[src/rtl/pe_buf_pkg.sv]
// Shared PE input-buffer types and modulo (DEPTH+1) pointer helpers, used by both reader and writer sides.
package pe_buf_pkg;

    localparam int unsigned PTR_W = 4;
    localparam int unsigned OCC_W = 5;

    // Encoding equals the number of words held in the read-side skid queue
    typedef enum logic [1:0] {
        Q0 = 2'd0,
        Q1 = 2'd1,
        Q2 = 2'd2
    } q_state_t;

    // ptr + inc modulo (depth+1), evaluated 5-bit so the sum never wraps early
    function automatic logic [PTR_W-1:0] ptr_add(
        input logic [PTR_W-1:0] ptr,
        input logic [OCC_W-1:0] inc,
        input logic [OCC_W-1:0] depth
    );
        logic [OCC_W-1:0] w_slots;
        logic [OCC_W-1:0] w_sum;
        w_slots = depth + OCC_W'(1);
        w_sum   = OCC_W'(ptr) + inc;
        if (w_sum >= w_slots) begin
            w_sum = w_sum - w_slots;
        end
        return w_sum[PTR_W-1:0];
    endfunction

    // Slots filled between raddr and waddr; waddr == raddr is empty
    function automatic logic [OCC_W-1:0] occ(
        input logic [PTR_W-1:0] waddr,
        input logic [PTR_W-1:0] raddr,
        input logic [OCC_W-1:0] depth
    );
        if (waddr >= raddr) begin
            return OCC_W'(waddr) - OCC_W'(raddr);
        end
        return OCC_W'(waddr) + depth + OCC_W'(1) - OCC_W'(raddr);
    endfunction

endpackage

[src/rtl/pe_buffer_read_port_if.sv]
// Buffer-side and PE-stream signals of the PE buffer read port.
// PE_RD_STATS_EN adds the stall/starve counter outputs.
interface pe_buffer_read_port_if #(
    parameter int unsigned WIDTH    = 16,
    parameter int unsigned PAR_READ = 3
);
    logic [pe_buf_pkg::PTR_W-1:0] waddr;
    logic [pe_buf_pkg::PTR_W-1:0] raddr;
    logic                         rd_en;
    logic [WIDTH*PAR_READ-1:0]    buf_rdata;
    logic [WIDTH*PAR_READ-1:0]    m_data;
    logic                         m_valid;
    logic                         m_ready;
    logic [pe_buf_pkg::OCC_W-1:0] occupancy;
    logic                         empty;
`ifdef PE_RD_STATS_EN
    logic [15:0]                  stall_cnt;
    logic [15:0]                  starve_cnt;
`endif

    // Read-port side
    modport master (
        input  waddr, buf_rdata, m_ready,
`ifdef PE_RD_STATS_EN
        output stall_cnt, starve_cnt,
`endif
        output raddr, rd_en, m_data, m_valid, occupancy, empty
    );

    // Buffer / PE / writer side
    modport slave (
        output waddr, buf_rdata, m_ready,
`ifdef PE_RD_STATS_EN
        input  stall_cnt, starve_cnt,
`endif
        input  raddr, rd_en, m_data, m_valid, occupancy, empty
    );

endinterface

[src/rtl/pe_rd_skid_q.sv]
// Two-entry output queue for the PE read port; head entry drives the stream, count kept as FSM state.
module pe_rd_skid_q
    import pe_buf_pkg::*;
#(
    parameter int unsigned DW = 48
) (
    input  logic          clk,
    input  logic          rst,
    input  logic          i_push,
    input  logic [DW-1:0] i_data,
    input  logic          i_pop,
    output logic [DW-1:0] o_head,
    output logic          o_valid,
    output logic [1:0]    o_count
);

    q_state_t      r_state;
    q_state_t      w_state_nxt;
    logic [DW-1:0] r_d0;
    logic [DW-1:0] r_d1;
    logic [DW-1:0] w_d0_nxt;
    logic [DW-1:0] w_d1_nxt;
    logic          w_pop;

    assign w_pop = i_pop & (r_state != Q0);

    always_ff @(posedge clk or posedge rst) begin
        if (rst) begin
            r_state <= Q0;
            r_d0    <= '0;
            r_d1    <= '0;
        end else begin
            r_state <= w_state_nxt;
            r_d0    <= w_d0_nxt;
            r_d1    <= w_d1_nxt;
        end
    end

    // Head only changes on a pop or on a push into an empty queue, so it holds while stalled
    always_comb begin
        w_state_nxt = r_state;
        w_d0_nxt    = r_d0;
        w_d1_nxt    = r_d1;
        unique case (r_state)
            Q0: begin
                if (i_push) begin
                    w_d0_nxt    = i_data;
                    w_state_nxt = Q1;
                end
            end
            Q1: begin
                if (i_push && w_pop) begin
                    w_d0_nxt = i_data;
                end else if (i_push) begin
                    w_d1_nxt    = i_data;
                    w_state_nxt = Q2;
                end else if (w_pop) begin
                    w_state_nxt = Q0;
                end
            end
            Q2: begin
                if (w_pop) begin
                    w_d0_nxt = r_d1;
                    if (i_push) begin
                        w_d1_nxt = i_data;
                    end else begin
                        w_state_nxt = Q1;
                    end
                end
            end
            default: w_state_nxt = Q0;
        endcase
    end

    assign o_head  = r_d0;
    assign o_valid = (r_state != Q0);
    assign o_count = (r_state == Q2) ? 2'd2 : ((r_state == Q1) ? 2'd1 : 2'd0);

endmodule

[src/rtl/pe_buffer_read_port.sv]
// Read-side controller of the PE input circular buffer: owns raddr, issues PAR_READ-wide reads,
// streams words to the PE through a 2-entry queue. PE_RD_STATS_EN adds stall/starve counters.
module pe_buffer_read_port
    import pe_buf_pkg::*;
#(
    parameter int unsigned WIDTH     = 16,
    parameter int unsigned DEPTH     = 15,
    parameter int unsigned PAR_READ  = 3,
    parameter int unsigned THRESHOLD = 3
) (
    input  logic                 clk,
    input  logic                 rst,
    pe_buffer_read_port_if.master bus
);

    localparam int unsigned      DW      = WIDTH * PAR_READ;
    localparam logic [OCC_W-1:0] DEPTH_O = OCC_W'(DEPTH);
    localparam logic [OCC_W-1:0] PAR_O   = OCC_W'(PAR_READ);
    localparam logic [OCC_W-1:0] THR_O   = OCC_W'(THRESHOLD);

    logic [PTR_W-1:0] r_raddr;
    logic             r_inflight;
    logic             r_armed;
    logic [OCC_W-1:0] w_occ;
    logic             w_armed_eff;
    logic             w_rd_en;
    logic             w_pop;
    logic             w_q_valid;
    logic [1:0]       w_q_count;
    logic [2:0]       w_pending;
    logic [DW-1:0]    w_q_head;

    assign w_occ = occ(bus.waddr, r_raddr, DEPTH_O);
    assign w_pop = w_q_valid & bus.m_ready;

    // Words owed to the queue after this cycle; a same-cycle pop frees its entry
    assign w_pending   = 3'(w_q_count) + 3'(r_inflight) - 3'(w_pop);
    assign w_armed_eff = r_armed | (w_occ >= THR_O);
    assign w_rd_en     = w_armed_eff & (w_occ >= PAR_O) & (w_pending < 3'd2);

    always_ff @(posedge clk or posedge rst) begin
        if (rst) begin
            r_raddr    <= '0;
            r_inflight <= 1'b0;
            r_armed    <= 1'b0;
        end else begin
            r_inflight <= w_rd_en;
            if (w_rd_en) begin
                r_raddr <= ptr_add(r_raddr, PAR_O, DEPTH_O);
            end
            if (w_occ >= THR_O) begin
                r_armed <= 1'b1;
            end else if ((w_occ < PAR_O) && (w_q_count == 2'd0)) begin
                r_armed <= 1'b0;
            end
        end
    end

    // Buffer data returns the cycle after rd_en and lands in the queue tail
    pe_rd_skid_q #(
        .DW(DW)
    ) u_skid_q (
        .clk     (clk),
        .rst     (rst),
        .i_push  (r_inflight),
        .i_data  (bus.buf_rdata),
        .i_pop   (w_pop),
        .o_head  (w_q_head),
        .o_valid (w_q_valid),
        .o_count (w_q_count)
    );

    assign bus.raddr     = r_raddr;
    assign bus.rd_en     = w_rd_en;
    assign bus.m_data    = w_q_head;
    assign bus.m_valid   = w_q_valid;
    assign bus.occupancy = w_occ;
    assign bus.empty     = (w_occ < PAR_O);

`ifdef PE_RD_STATS_EN
    logic [15:0] r_stall_cnt;
    logic [15:0] r_starve_cnt;

    // Saturating counters of PE back-pressure and reader starvation cycles
    always_ff @(posedge clk or posedge rst) begin
        if (rst) begin
            r_stall_cnt  <= '0;
            r_starve_cnt <= '0;
        end else begin
            if (w_q_valid && !bus.m_ready && (r_stall_cnt != 16'hFFFF)) begin
                r_stall_cnt <= r_stall_cnt + 16'd1;
            end
            if (r_armed && !w_q_valid && (w_occ < PAR_O) && (r_starve_cnt != 16'hFFFF)) begin
                r_starve_cnt <= r_starve_cnt + 16'd1;
            end
        end
    end

    assign bus.stall_cnt  = r_stall_cnt;
    assign bus.starve_cnt = r_starve_cnt;
`endif

endmodule

[src/flat_wrapper.sv]
// flat-port wrapper written by rule: the top's interface ports become plain ports
module pe_buffer_read_port_flat import pe_buf_pkg::*;
#(
    parameter int unsigned WIDTH     = 16,
    parameter int unsigned DEPTH     = 15,
    parameter int unsigned PAR_READ  = 3,
    parameter int unsigned THRESHOLD = 3
)
  (clk, rst, bus_waddr, bus_buf_rdata, bus_m_ready, bus_raddr, bus_rd_en, bus_m_data, bus_m_valid, bus_occupancy, bus_empty);
  pe_buffer_read_port_if #(.WIDTH(WIDTH), .PAR_READ(PAR_READ)) bus_i ();
  input  logic clk;
  input  logic rst;
  input wire logic [$bits(bus_i.waddr)-1:0] bus_waddr;
  input wire logic [$bits(bus_i.buf_rdata)-1:0] bus_buf_rdata;
  input wire logic [$bits(bus_i.m_ready)-1:0] bus_m_ready;
  output wire logic [$bits(bus_i.raddr)-1:0] bus_raddr;
  output wire logic [$bits(bus_i.rd_en)-1:0] bus_rd_en;
  output wire logic [$bits(bus_i.m_data)-1:0] bus_m_data;
  output wire logic [$bits(bus_i.m_valid)-1:0] bus_m_valid;
  output wire logic [$bits(bus_i.occupancy)-1:0] bus_occupancy;
  output wire logic [$bits(bus_i.empty)-1:0] bus_empty;
  assign bus_i.waddr = bus_waddr;
  assign bus_i.buf_rdata = bus_buf_rdata;
  assign bus_i.m_ready = bus_m_ready;
  assign bus_raddr = bus_i.raddr;
  assign bus_rd_en = bus_i.rd_en;
  assign bus_m_data = bus_i.m_data;
  assign bus_m_valid = bus_i.m_valid;
  assign bus_occupancy = bus_i.occupancy;
  assign bus_empty = bus_i.empty;
  pe_buffer_read_port #(.WIDTH(WIDTH), .DEPTH(DEPTH), .PAR_READ(PAR_READ), .THRESHOLD(THRESHOLD)) u_core (.clk(clk), .rst(rst), .bus(bus_i));
endmodule
[config.mk]
export PLATFORM = sky130hd
export DESIGN_NAME = pe_buffer_read_port_flat
export DESIGN_NICKNAME = d
export VERILOG_FILES = /design/src/rtl/pe_buf_pkg.sv /design/src/rtl/pe_buffer_read_port_if.sv /design/src/rtl/pe_rd_skid_q.sv /design/src/rtl/pe_buffer_read_port.sv /design/src/flat_wrapper.sv
export SDC_FILE = /design/constraint.sdc
export NUM_CORES = 1
export LEC_CHECK = 0
export BUFFER_PORTS_ARGS = -buffer_cell sky130_fd_sc_hd__buf_2
export CAP_MARGIN = 5
export CORE_MARGIN = 3
export CORE_UTILIZATION = 49
export CTS_BUF_LIST = sky130_fd_sc_hd__clkbuf_4
export CTS_CLUSTER_DIAMETER = 200
export DETAILED_ROUTE_END_ITERATION = 10
export GPL_TIMING_DRIVEN = 0
export PLACE_DENSITY = 0.73
export SYNTH_ARGS = -nofsm -noshare
export SYNTH_HDL_FRONTEND = slang
export SYNTH_SLANG_ARGS = --single-unit
[constraint.sdc]
create_clock -name clk -period 4.3 [get_ports clk]
set_input_delay 0.43 -clock clk [delete_from_list [all_inputs] [get_ports clk]]
set_output_delay 0.43 -clock clk [all_outputs]
set_load 0.02 [all_outputs]
==> impl_results.rst, run 1 <==
.. list-table::
   :header-rows: 1

   * - Metric
     - Value
   * - Wire length after detailed routing
     - 9780 um
   * - Final nets
     - 576
   * - Final core utilization
     - 61.7%
   * - Number of synthesized flops with an enable pin
     - 0
   * - Setup repair after global routing missed its margin
     - no
   * - Vias/cell
     - 5.07
   * - Area share of the leading cell type in the synthesized netlist
     - 55.4%
   * - Count of buffers from port buffering
     - 114
   * - Level count of the clock H-tree
     - 3
   * - Vertical die dimension
     - 103 um
   * - CTS Sinks
     - 103
   * - Final Slew Violations
     - 0
   * - Req. time, crit path
     - 3870 ps
   * - RD Place Congestion
     - 0.721
   * - Initial standard-cell utilization of the core
     - 51.8%
   * - Area of the core region
     - 8980 sq um
   * - Fin Setup TNS
     - 0 ps
   * - Placed Instance Area
     - 5410 sq um
   * - TritonCTS buffer count
     - 9
   * - Met1 routing resource usage after global routing
     - 24.6%
   * - Initial DRT Pass Iterations
     - 4
   * - First-pass GRT wire length
     - 16,000 um
   * - Area of combinational cells with multiple inputs
     - 1900 sq um
   * - Post-synthesis area per instance
     - 12.2 sq um
   * - Post-Synthesis Cells
     - 382
   * - Data arrival time of the critical path
     - 2990 ps
   * - Peak supply drop
     - 0.319 mV
   * - Worst Path Class, Setup
     - register to output port
   * - Routed len/inst
     - 15.3 um
   * - MaxCap Viol Count
     - 0
   * - Slew Limit Headroom
     - 47.9%
   * - Number of library cell types mapped by synthesis
     - 33
   * - Post-route clock skew
     - 19.5 ps
   * - Hold crit path type
     - input port to asynchronous set/reset pin
   * - Largest net degree at the start of global routing
     - 59
   * - Initial antenna violation count
     - 0
   * - Buffer type at the clock tree root
     - sky130_fd_sc_hd__clkbuf_4
   * - Number of nets still failing antenna checks after routing
     - 0
   * - Count of hold buffers inserted by post-cts repair
     - 0
   * - Fraction of met3 tracks used by global routing
     - 4.96%
   * - Number of hold violations in the final report
     - 0
   * - Fraction of layout cells with a size suffix above 1
     - 34.1%
   * - Source-to-sink clock delay at the later pin of the worst-skew pair
     - 460 ps
   * - Shortest period the worst path allows
     - 3420 ps
   * - Post-CTS Resized
     - 0
   * - Number of antenna repair diodes
     - 0
   * - Number of global-route vias before repair
     - 3,380
   * - Number of post-CTS setup repair buffers
     - 0
   * - Number of warnings issued by yosys
     - 0
   * - Count of routing violations after the opening detailed-route iteration
     - 48
   * - Global routing usage summed across all routing layers
     - 19.2%
   * - Footprint of the flip-flops and latches
     - 2580 sq um
   * - Share of async-settable or async-resettable flops after synthesis
     - 100%
   * - Die area
     - 10,700 sq um
   * - Result of the run
     - complete, no violations
   * - Area growth from synthesis to layout
     - 19.0%
   * - Most common cell in the netlist
     - sky130_fd_sc_hd__dfrtp_1
   * - Worst Max-Slew Pin Slew
     - 782 ps
   * - Synthesized Nets
     - 450
   * - List of most frequent post-synthesis cells
     - sky130_fd_sc_hd__dfrtp_1 (103), sky130_fd_sc_hd__nand2_1 (53), sky130_fd_sc_hd__mux2i_1 (49)
   * - Overflow after GRT
     - 0
   * - Final worst path period share
     - 79.6%
   * - Dominant synthesized flop cell
     - sky130_fd_sc_hd__dfrtp_1
   * - Vias
     - 3,239
   * - Post-Layout Inst Area
     - 5540 sq um
   * - Placement row count
     - 34
   * - Largest fanout of any net on the critical path
     - 7
   * - Seq/Total Area, Yosys
     - 55.4%
   * - CTS clock-pin slew for the worst setup and hold paths
     - 170 ps
   * - Half-perimeter wire length after placement
     - 7260 um
   * - Count of boundary I/O pins
     - 115
   * - Number of failing setup endpoints in the final timing report
     - 0
   * - Endpoint class of the critical path
     - output port
   * - Highest clock frequency the design can meet
     - 292 MHz
   * - Number of storage elements in the synthesis netlist
     - 103
   * - Global routing usage on met2
     - 32.2%
   * - Post-synth design cell area
     - 4650 sq um
   * - Total power density per cell area
     - 837 nW/um^2
   * - Leakage
     - 0.00260 uW
   * - Clock Path Buffers
     - 2
   * - Nature of the critical path startpoint
     - register
   * - Synth top area cells
     - sky130_fd_sc_hd__dfrtp_1 (55%), sky130_fd_sc_hd__mux2i_1 (11%), sky130_fd_sc_hd__mux2_2 (6.8%)
   * - TritonCTS clock tree
     - yes
   * - Top Usage Layer GRT
     - met2
   * - FILL cells
     - 744
   * - DIE WIDTH
     - 103 um
   * - Cell accounting for the most synthesized area
     - sky130_fd_sc_hd__dfrtp_1
   * - Remaining routing DRC violations
     - 0
==> power breakdown <==
| part | internal (uW) | leakage [uW] | switching (uW) |
|---|---|---|---|
| registers | 1480 | 0.00124 | 257 |
| logic | 1000 | 0.00128 | 1430 |
| clock network | 134 | 0.0000693 | 337 |
| total | 2610 | 0.00260 | 2020 |
==> registers in the layout, summed over array words and instances (netlist names) <==
register / cells
u_core.u_skid_q.r_state: 2
u_core.r_inflight: 1
u_core.u_skid_q.r_d1: 48
u_core.bus.raddr: 4
u_core.u_skid_q.o_head: 48
==> cells by family after synthesis <==
| family | count (synthesis) | synth area share [%] |
|---|---|---|
| muxes | 97 | 22.2 |
| buffers and inverters | 35 | 3.85 |
| xor gates and xnor gates | 7 | 1.32 |
| and+or+nand+nor | 64 | 5.75 |
| adders and majority gates | 13 | 3.82 |
| AOI/OAI and AO/OA | 63 | 7.72 |
| DFF | 103 | 55.4 |
==> final timing paths <==
check	slack, ps	start	to	cells after the start
max	880	u_core.u_skid_q.r_state[0]	bus_rd_en	10
min	20	rst	u_core.u_skid_q.r_d1[26]	2
max reg2reg	1590	u_core.u_skid_q.r_state[0]	u_core.bus.raddr[2]	11
min reg2reg	490	u_core.u_skid_q.o_head[44]	u_core.u_skid_q.o_head[44]	2
max in group asynchronous	3600	rst	u_core.u_skid_q.o_head[43]	3
min in group clk	190	bus_buf_rdata[16]	u_core.u_skid_q.r_d1[16]	2
==> stage by stage <==
step	power (uW)	std cells	hold WS (ps)	worst slack, ps
global placement	4120	622	458	45.0
floorplan	3480	382	458	1170
global route	5020	639	26.9	678
detailed placement	4240	623	466	1370
finish	4630	639	20.1	878
CTS	4700	639	18.9	836
==> per-layer routing <==
layer	vias to the layer above	wire length [um]	share of wire, %
met5	-	0	0
met4	0	113	1.2
met3	9	496	5.1
met2	68	4890	50
met1	1602	4290	44
li1	1560	-	-
==> placed cells by master, fill, tap and decap left out, types with 2 or more instances in the layout <==
cell                         n
sky130_fd_sc_hd__buf_6       3
sky130_fd_sc_hd__mux2_2     28
sky130_fd_sc_hd__clkbuf_1    8
sky130_fd_sc_hd__ha_1       11
sky130_fd_sc_hd__dfrtp_1   103
sky130_fd_sc_hd__mux2i_1    49
sky130_fd_sc_hd__o21ai_0    47
sky130_fd_sc_hd__inv_1      13
sky130_fd_sc_hd__clkbuf_4   10
sky130_fd_sc_hd__a21oi_1     4
sky130_fd_sc_hd__inv_6       2
sky130_fd_sc_hd__mux2_1     20
sky130_fd_sc_hd__buf_2     119
sky130_fd_sc_hd__o21ai_1     4
sky130_fd_sc_hd__nand2_1    53
sky130_fd_sc_hd__nor2b_1     2
sky130_fd_sc_hd__o211ai_1    2
sky130_fd_sc_hd__fa_1        2
sky130_fd_sc_hd__nand2b_1    2
sky130_fd_sc_hd__xnor2_1     5
sky130_fd_sc_hd__buf_4       5
sky130_fd_sc_hd__xor2_1      2
==> critical path, stage by stage (launching register included) <==
cell and delay [ps]:
sky130_fd_sc_hd__dfrtp_1 430, sky130_fd_sc_hd__inv_1 110, sky130_fd_sc_hd__ha_1 320, sky130_fd_sc_hd__nor2_1 120
sky130_fd_sc_hd__ha_1 280, sky130_fd_sc_hd__nand2b_1 160, sky130_fd_sc_hd__fa_1 410, sky130_fd_sc_hd__xnor2_1 140
sky130_fd_sc_hd__and2_0 180, sky130_fd_sc_hd__o211a_4 220, sky130_fd_sc_hd__buf_2 170
==> layout make-up <==
type                    count  share of cell area [%]
multi-input cells         244                    34.3
plain buffers              21                    2.28
clock inverters             6                   0.904
repair buffers            115                    10.8
clock buffers              10                    1.36
well taps                 126                    2.85
inverters                  14                   0.994
flip-flops and latches    103                    46.6
Power figures use the tool's default switching activity.
==> run 2, diff against run 1 <==
Settings changed: PLACE_DENSITY 0.73 to 0.76.
Clock period 4.3 ns to 2.9 ns, I/O delays scaled along.
==> impl_results.rst, run 2 (synthesis results as in run 1) <==
.. list-table::
   :header-rows: 1

   * - Metric
     - Value
   * - FILL cells
     - 772
   * - TritonCTS clock tree
     - yes
   * - Area growth from synthesis to layout
     - 21.8%
   * - Largest delay share family, worst path
     - adder cells
   * - Switching power summed over all nets
     - 3030 uW
   * - Min Hold Slack
     - 64.2 ps
   * - Initial antenna violation count
     - 0
   * - Wire length after detailed routing
     - 10,100 um
   * - Die area
     - 10,700 sq um
   * - CTS clock-pin slew for the worst setup and hold paths
     - 160 ps
   * - Number of antenna repair diodes
     - 0
   * - Most frequent cells in the layout
     - sky130_fd_sc_hd__buf_2 (118), sky130_fd_sc_hd__dfrtp_1 (103), sky130_fd_sc_hd__nand2_1 (53), sky130_fd_sc_hd__mux2i_1 (49), sky130_fd_sc_hd__o21ai_0 (47)
   * - Largest fanout of any net on the critical path
     - 3
   * - Slew Limit Headroom
     - 46.9%
   * - MaxCap Viol Count
     - 0
   * - Nature of the critical path startpoint
     - register
   * - CTS Sinks
     - 103
   * - Slowest stage cell on the critical path
     - sky130_fd_sc_hd__dfrtp_1
   * - Switching share of power
     - 42.5%
   * - Buffers and inverters on the worst path
     - 2
   * - Highest clock frequency the design can meet
     - 352 MHz
   * - Shortest period the worst path allows
     - 2840 ps
   * - Count of routing violations after the opening detailed-route iteration
     - 89
   * - Worst stage delay on the critical path
     - 420 ps
   * - Total power density per cell area
     - 1260 nW/um^2
   * - Most frequent cell on the critical path
     - sky130_fd_sc_hd__ha_4
   * - Hold crit path type
     - input port to register
   * - Number of hold violations in the final report
     - 0
   * - First-pass GRT wire length
     - 16,200 um
   * - Share of power burned in the clock network
     - 10.1%
   * - Vias/cell
     - 5.16
   * - Leakage
     - 0.00264 uW
   * - Level count of the clock H-tree
     - 3
   * - TritonCTS buffer count
     - 9
   * - Buffer type at the clock tree root
     - sky130_fd_sc_hd__clkbuf_4
   * - Endpoint class of the critical path
     - output port
   * - Final worst path period share
     - 97.9%
   * - RD Place Congestion
     - 0.728
   * - Remaining routing DRC violations
     - 0
   * - Setup repair after global routing missed its margin
     - yes
   * - Sequential share of power
     - 36.1%
   * - Pint
     - 4100 uW
   * - Number of global-route vias before repair
     - 3,416
   * - Number of failing setup endpoints in the final timing report
     - 0
   * - Count of boundary I/O pins
     - 115
   * - Global routing usage summed across all routing layers
     - 19.5%
   * - Result of the run
     - complete, no violations
   * - Clock Path Buffers
     - 2
   * - Comb pwr share
     - 53.8%
   * - Worst Path Class, Setup
     - register to output port
   * - Leading cell type in the layout, fill and taps excluded
     - sky130_fd_sc_hd__buf_2
   * - Initial DRT Pass Iterations
     - 4
   * - Count of buffers from port buffering
     - 114
   * - Number of nets still failing antenna checks after routing
     - 0
   * - Data arrival time of the critical path
     - 2550 ps
   * - Vertical die dimension
     - 103 um
   * - Placement row count
     - 34
   * - Initial standard-cell utilization of the core
     - 51.8%
   * - DIE WIDTH
     - 103 um
   * - Post-route clock skew
     - 14.9 ps
   * - Fraction of layout cells with a size suffix above 1
     - 36.4%
   * - Largest net degree at the start of global routing
     - 42
   * - Req. time, crit path
     - 2610 ps
   * - Vias
     - 3,328
   * - Final Slew Violations
     - 0
   * - Overflow after GRT
     - 0
   * - Crit-path cells
     - inv_2 -> ha_4 -> nor2_4 -> ha_4 -> nand2b_4 -> fa_2 -> xnor2_2 -> and2_4 -> o211a_4 -> buf_6
   * - Routed len/inst
     - 15.7 um
   * - Worst Max-Slew Pin Slew
     - 796 ps
   * - Peak supply drop
     - 0.599 mV
   * - Area of the core region
     - 8980 sq um
   * - Final nets
     - 584
   * - Fin Setup TNS
     - 0 ps
   * - Half-perimeter wire length after placement
     - 7450 um
   * - Source-to-sink clock delay at the later pin of the worst-skew pair
     - 430 ps
run 2: layout make-up:
| class | count | area [sq um] | area share (%) |
|---|---|---|---|
| flip-flops and latches | 103 | 2580 | 45.5 |
| multi-input cells | 244 | 1950 | 34.4 |
| repair buffers | 123 | 672 | 11.9 |
| well taps | 126 | 158 | 2.78 |
| plain buffers | 21 | 126 | 2.23 |
| clock buffers | 9 | 67.6 | 1.19 |
| clock inverters | 5 | 60.1 | 1.06 |
| inverters | 14 | 56.3 | 0.994 |
run 2: final timing paths:
kind,start,end,slack [ps],depth (start not counted)
max,u_core.u_skid_q.r_state[0],bus_rd_en,60,10
min in group asynchronous,rst,u_core.u_skid_q.r_d1[22],520,3
min reg2reg,u_core.u_skid_q.o_head[30],u_core.u_skid_q.o_head[30],490,2
max in group asynchronous,rst,u_core.u_skid_q.o_head[30],1750,4
max reg2reg,u_core.u_skid_q.r_state[0],u_core.bus.raddr[2],320,13
min,bus_buf_rdata[10],u_core.u_skid_q.r_d1[10],60,2
run 2: per-stage QoR:
step	util (%)	power [uW]	worst slack [ps]	cell area [sq um]	cells
global route	63.1	7700	-18.1	5670	645
global placement	60.0	6100	190	5390	622
finish	63.1	7130	61.9	5670	645
CTS	62.6	7110	21.1	5620	642
floorplan	-	5160	384	4660	382
detailed placement	60.4	6290	107	5430	624
run 2: timing repair:
| item | in CTS | in global routing |
|---|---|---|
| buffers inserted | 3 | 3 |
| pin swaps | 1 | 4 |
| hold buffers | 1 | 0 |
| resized for setup | 9 | 5 |
| gates cloned | 0 | 0 |
| hold endpoints to repair | 32 | 0 |
| setup endpoints to repair | 1 | 1 |
run 2: power groups by stage:
stage	clock network [uW]	logic (uW)	registers [uW]
2_1_floorplan	0	2190	2960
4_1_cts	739	3800	2570
3_5_place_dp	0	3680	2610
6_report	720	3840	2570
3_3_place_gp	0	3540	2560
5_1_grt	794	4250	2660
run 2: metal layers:
metal  up-vias  GRT usage [%]  part of all wire, %
met1      1647           24.6                   42
li1       1585              -                    -
met2        77           33.4                   51
met5         -              0                    0
met3        19           3.42                  4.4
met4         0           7.97                  2.2
run 2: worst reg2reg max path, cell delays in order, from the launching register on:
cell                       delay [ps]
sky130_fd_sc_hd__dfrtp_1          420
sky130_fd_sc_hd__inv_2             80
sky130_fd_sc_hd__ha_4             170
sky130_fd_sc_hd__nor2_4           100
sky130_fd_sc_hd__ha_4             210
sky130_fd_sc_hd__nand2b_4         140
sky130_fd_sc_hd__fa_2             410
sky130_fd_sc_hd__xnor2_2          160
sky130_fd_sc_hd__and2_4           160
sky130_fd_sc_hd__o211a_4          170
sky130_fd_sc_hd__buf_4            100
sky130_fd_sc_hd__buf_4            130
sky130_fd_sc_hd__nor2b_1          150
sky130_fd_sc_hd__xnor2_1          130
==> run 3, diff against run 2 <==
Settings changed: CELL_PAD_IN_SITES_DETAIL_PLACEMENT from default to 1, CELL_PAD_IN_SITES_GLOBAL_PLACEMENT from default to 1, CORE_UTILIZATION 49 to 39, GPL_TIMING_DRIVEN 0 to default, PLACE_DENSITY 0.76 to 0.77.
==> impl_results.rst, run 3 (synthesis results as in run 1) <==
.. list-table::
   :header-rows: 1

   * - Metric
     - Value
   * - Data arrival time of the critical path
     - 2530 ps
   * - DIE WIDTH
     - 115 um
   * - Initial standard-cell utilization of the core
     - 40.4%
   * - Final nets
     - 576
   * - Endpoint class of the critical path
     - output port
   * - Result of the run
     - complete, no violations
   * - Count of boundary I/O pins
     - 115
   * - Worst Max-Slew Pin Slew
     - 620 ps
   * - Final core utilization
     - 49.7%
   * - Initial antenna violation count
     - 1
   * - Initial DRT Pass Iterations
     - 3
   * - Count of routing violations after the opening detailed-route iteration
     - 107
   * - Leakage
     - 0.00265 uW
   * - Most frequent cells in the layout
     - sky130_fd_sc_hd__buf_2 (113), sky130_fd_sc_hd__dfrtp_1 (103), sky130_fd_sc_hd__nand2_1 (53), sky130_fd_sc_hd__mux2i_1 (49), sky130_fd_sc_hd__o21ai_0 (47)
   * - Worst Path Class, Setup
     - register to output port
   * - First-pass GRT wire length
     - 17,600 um
   * - Clock Path Buffers
     - 2
   * - Largest net degree at the start of global routing
     - 77
   * - Number of antenna repair diodes
     - 0
   * - Number of failing setup endpoints in the final timing report
     - 0
   * - Source-to-sink clock delay at the later pin of the worst-skew pair
     - 470 ps
   * - Fraction of layout cells with a size suffix above 1
     - 36.1%
   * - Non-filler instance count after layout
     - 656
   * - Total power density per cell area
     - 1250 nW/um^2
   * - Leading cell type in the layout, fill and taps excluded
     - sky130_fd_sc_hd__buf_2
   * - Remaining routing DRC violations
     - 0
   * - Largest fanout of any net on the critical path
     - 2
   * - CTS Sinks
     - 103
   * - Area growth from synthesis to layout
     - 23.0%
   * - Final Slew Violations
     - 0
   * - Global routing usage summed across all routing layers
     - 16.9%
   * - Final worst path period share
     - 97.3%
   * - Number of instances in the placed design
     - 626
   * - Setup repair after global routing missed its margin
     - yes
   * - Vertical die dimension
     - 115 um
   * - RD Place Congestion
     - 0.811
   * - Peak supply drop
     - 0.578 mV
   * - CTS clock-pin slew for the worst setup and hold paths
     - 160 ps
   * - Half-perimeter wire length after placement
     - 7420 um
   * - Hold crit path type
     - input port to register
   * - Shortest period the worst path allows
     - 2820 ps
   * - Vias
     - 3,287
   * - TritonCTS buffer count
     - 9
   * - MaxCap Viol Count
     - 0
   * - Req. time, crit path
     - 2610 ps
   * - Die area
     - 13,300 sq um
   * - Number of global-route vias before repair
     - 3,593
   * - Vias/cell
     - 5.01
   * - Overflow after GRT
     - 0
   * - Slew Limit Headroom
     - 58.7%
   * - Post-layout total power
     - 7150 uW
   * - Count of buffers from port buffering
     - 114
   * - Area of the core region
     - 11,500 sq um
   * - Buffer type at the clock tree root
     - sky130_fd_sc_hd__clkbuf_4
   * - Nature of the critical path startpoint
     - register
   * - Placement row count
     - 39
   * - Number of hold violations in the final report
     - 0
   * - Routed len/inst
     - 16.5 um
   * - Number of nets still failing antenna checks after routing
     - 0
   * - Highest clock frequency the design can meet
     - 354 MHz
   * - Post-route clock skew
     - 21.6 ps
   * - Level count of the clock H-tree
     - 3
   * - TritonCTS clock tree
     - yes
   * - Wire length after detailed routing
     - 10,800 um
==> run 3: layout make-up <==
type / instances / area [sq um]
flip-flops and latches: 103 / 2580
inverters: 14 / 56.3
repair buffers: 136 / 785
fillers: 1280 / 5790
clock inverters: 5 / 82.6
well taps: 143 / 179
multi-input cells: 244 / 1960
clock buffers: 11 / 82.6
==> run 3: through the flow <==
stage | area [sq um] | TNS, ps | setup slack, ps | hold WS [ps]
after CTS | 5680 | 0 | 0.0939 | 0.483
after floorplan | 4660 | 0 | 384 | 425
final | 5730 | 0 | 78.2 | 35.6
after detailed placement | 5390 | 0 | 167 | 312
after global placement | 5390 | 0 | 296 | 310
after global routing | 5730 | -98.8 | -98.8 | 2.46
==> run 3: layer usage <==
metal,wire length (um),share of wire [%],global-route usage [%]
met4,248,2.3,8.06
met2,5680,53,29.4
met1,4330,40,19.6
met5,7,0.065,0
met3,531,4.9,4.11
==> run 3: power breakdown <==
part	leakage [uW]	switching, uW	internal (uW)
combinational	0.00132	2170	1570
sequential	0.00124	380	2190
clock	0.0000910	478	371
==> run 3: timing repair <==
action	4_1_cts	5_1_grt
setup buffers	5	2
hold buffers	7	0
endpoints found under the setup margin	1	1
hold endpoints to repair	22	0
pin swaps	2	1
resized for setup	8	4
==> run 3: worst paths after layout <==
| kind | start | end | slack (ps) | cells past startpoint |
|---|---|---|---|---|
| max reg2reg | u_core.u_skid_q.r_state[0] | u_core.bus.raddr[2] | 440 | 11 |
| min in group asynchronous | rst | u_core.u_skid_q.r_d1[16] | 340 | 3 |
| max in group asynchronous | rst | u_core.u_skid_q.r_d1[30] | 1810 | 4 |
| min | bus_buf_rdata[7] | u_core.u_skid_q.r_d1[7] | 40 | 2 |
| min reg2reg | u_core.u_skid_q.o_head[16] | u_core.u_skid_q.o_head[16] | 490 | 2 |
| max | u_core.u_skid_q.r_state[0] | bus_rd_en | 80 | 9 |
==> run 3: critical path, stage by stage (launching register included) <==
cell	delay [ps]
sky130_fd_sc_hd__dfrtp_1	410
sky130_fd_sc_hd__inv_2	70
sky130_fd_sc_hd__ha_4	160
sky130_fd_sc_hd__nor2_4	110
sky130_fd_sc_hd__ha_4	200
sky130_fd_sc_hd__nand2b_4	140
sky130_fd_sc_hd__fa_2	520
sky130_fd_sc_hd__and2_1	150
sky130_fd_sc_hd__o211a_4	190
sky130_fd_sc_hd__buf_6	120
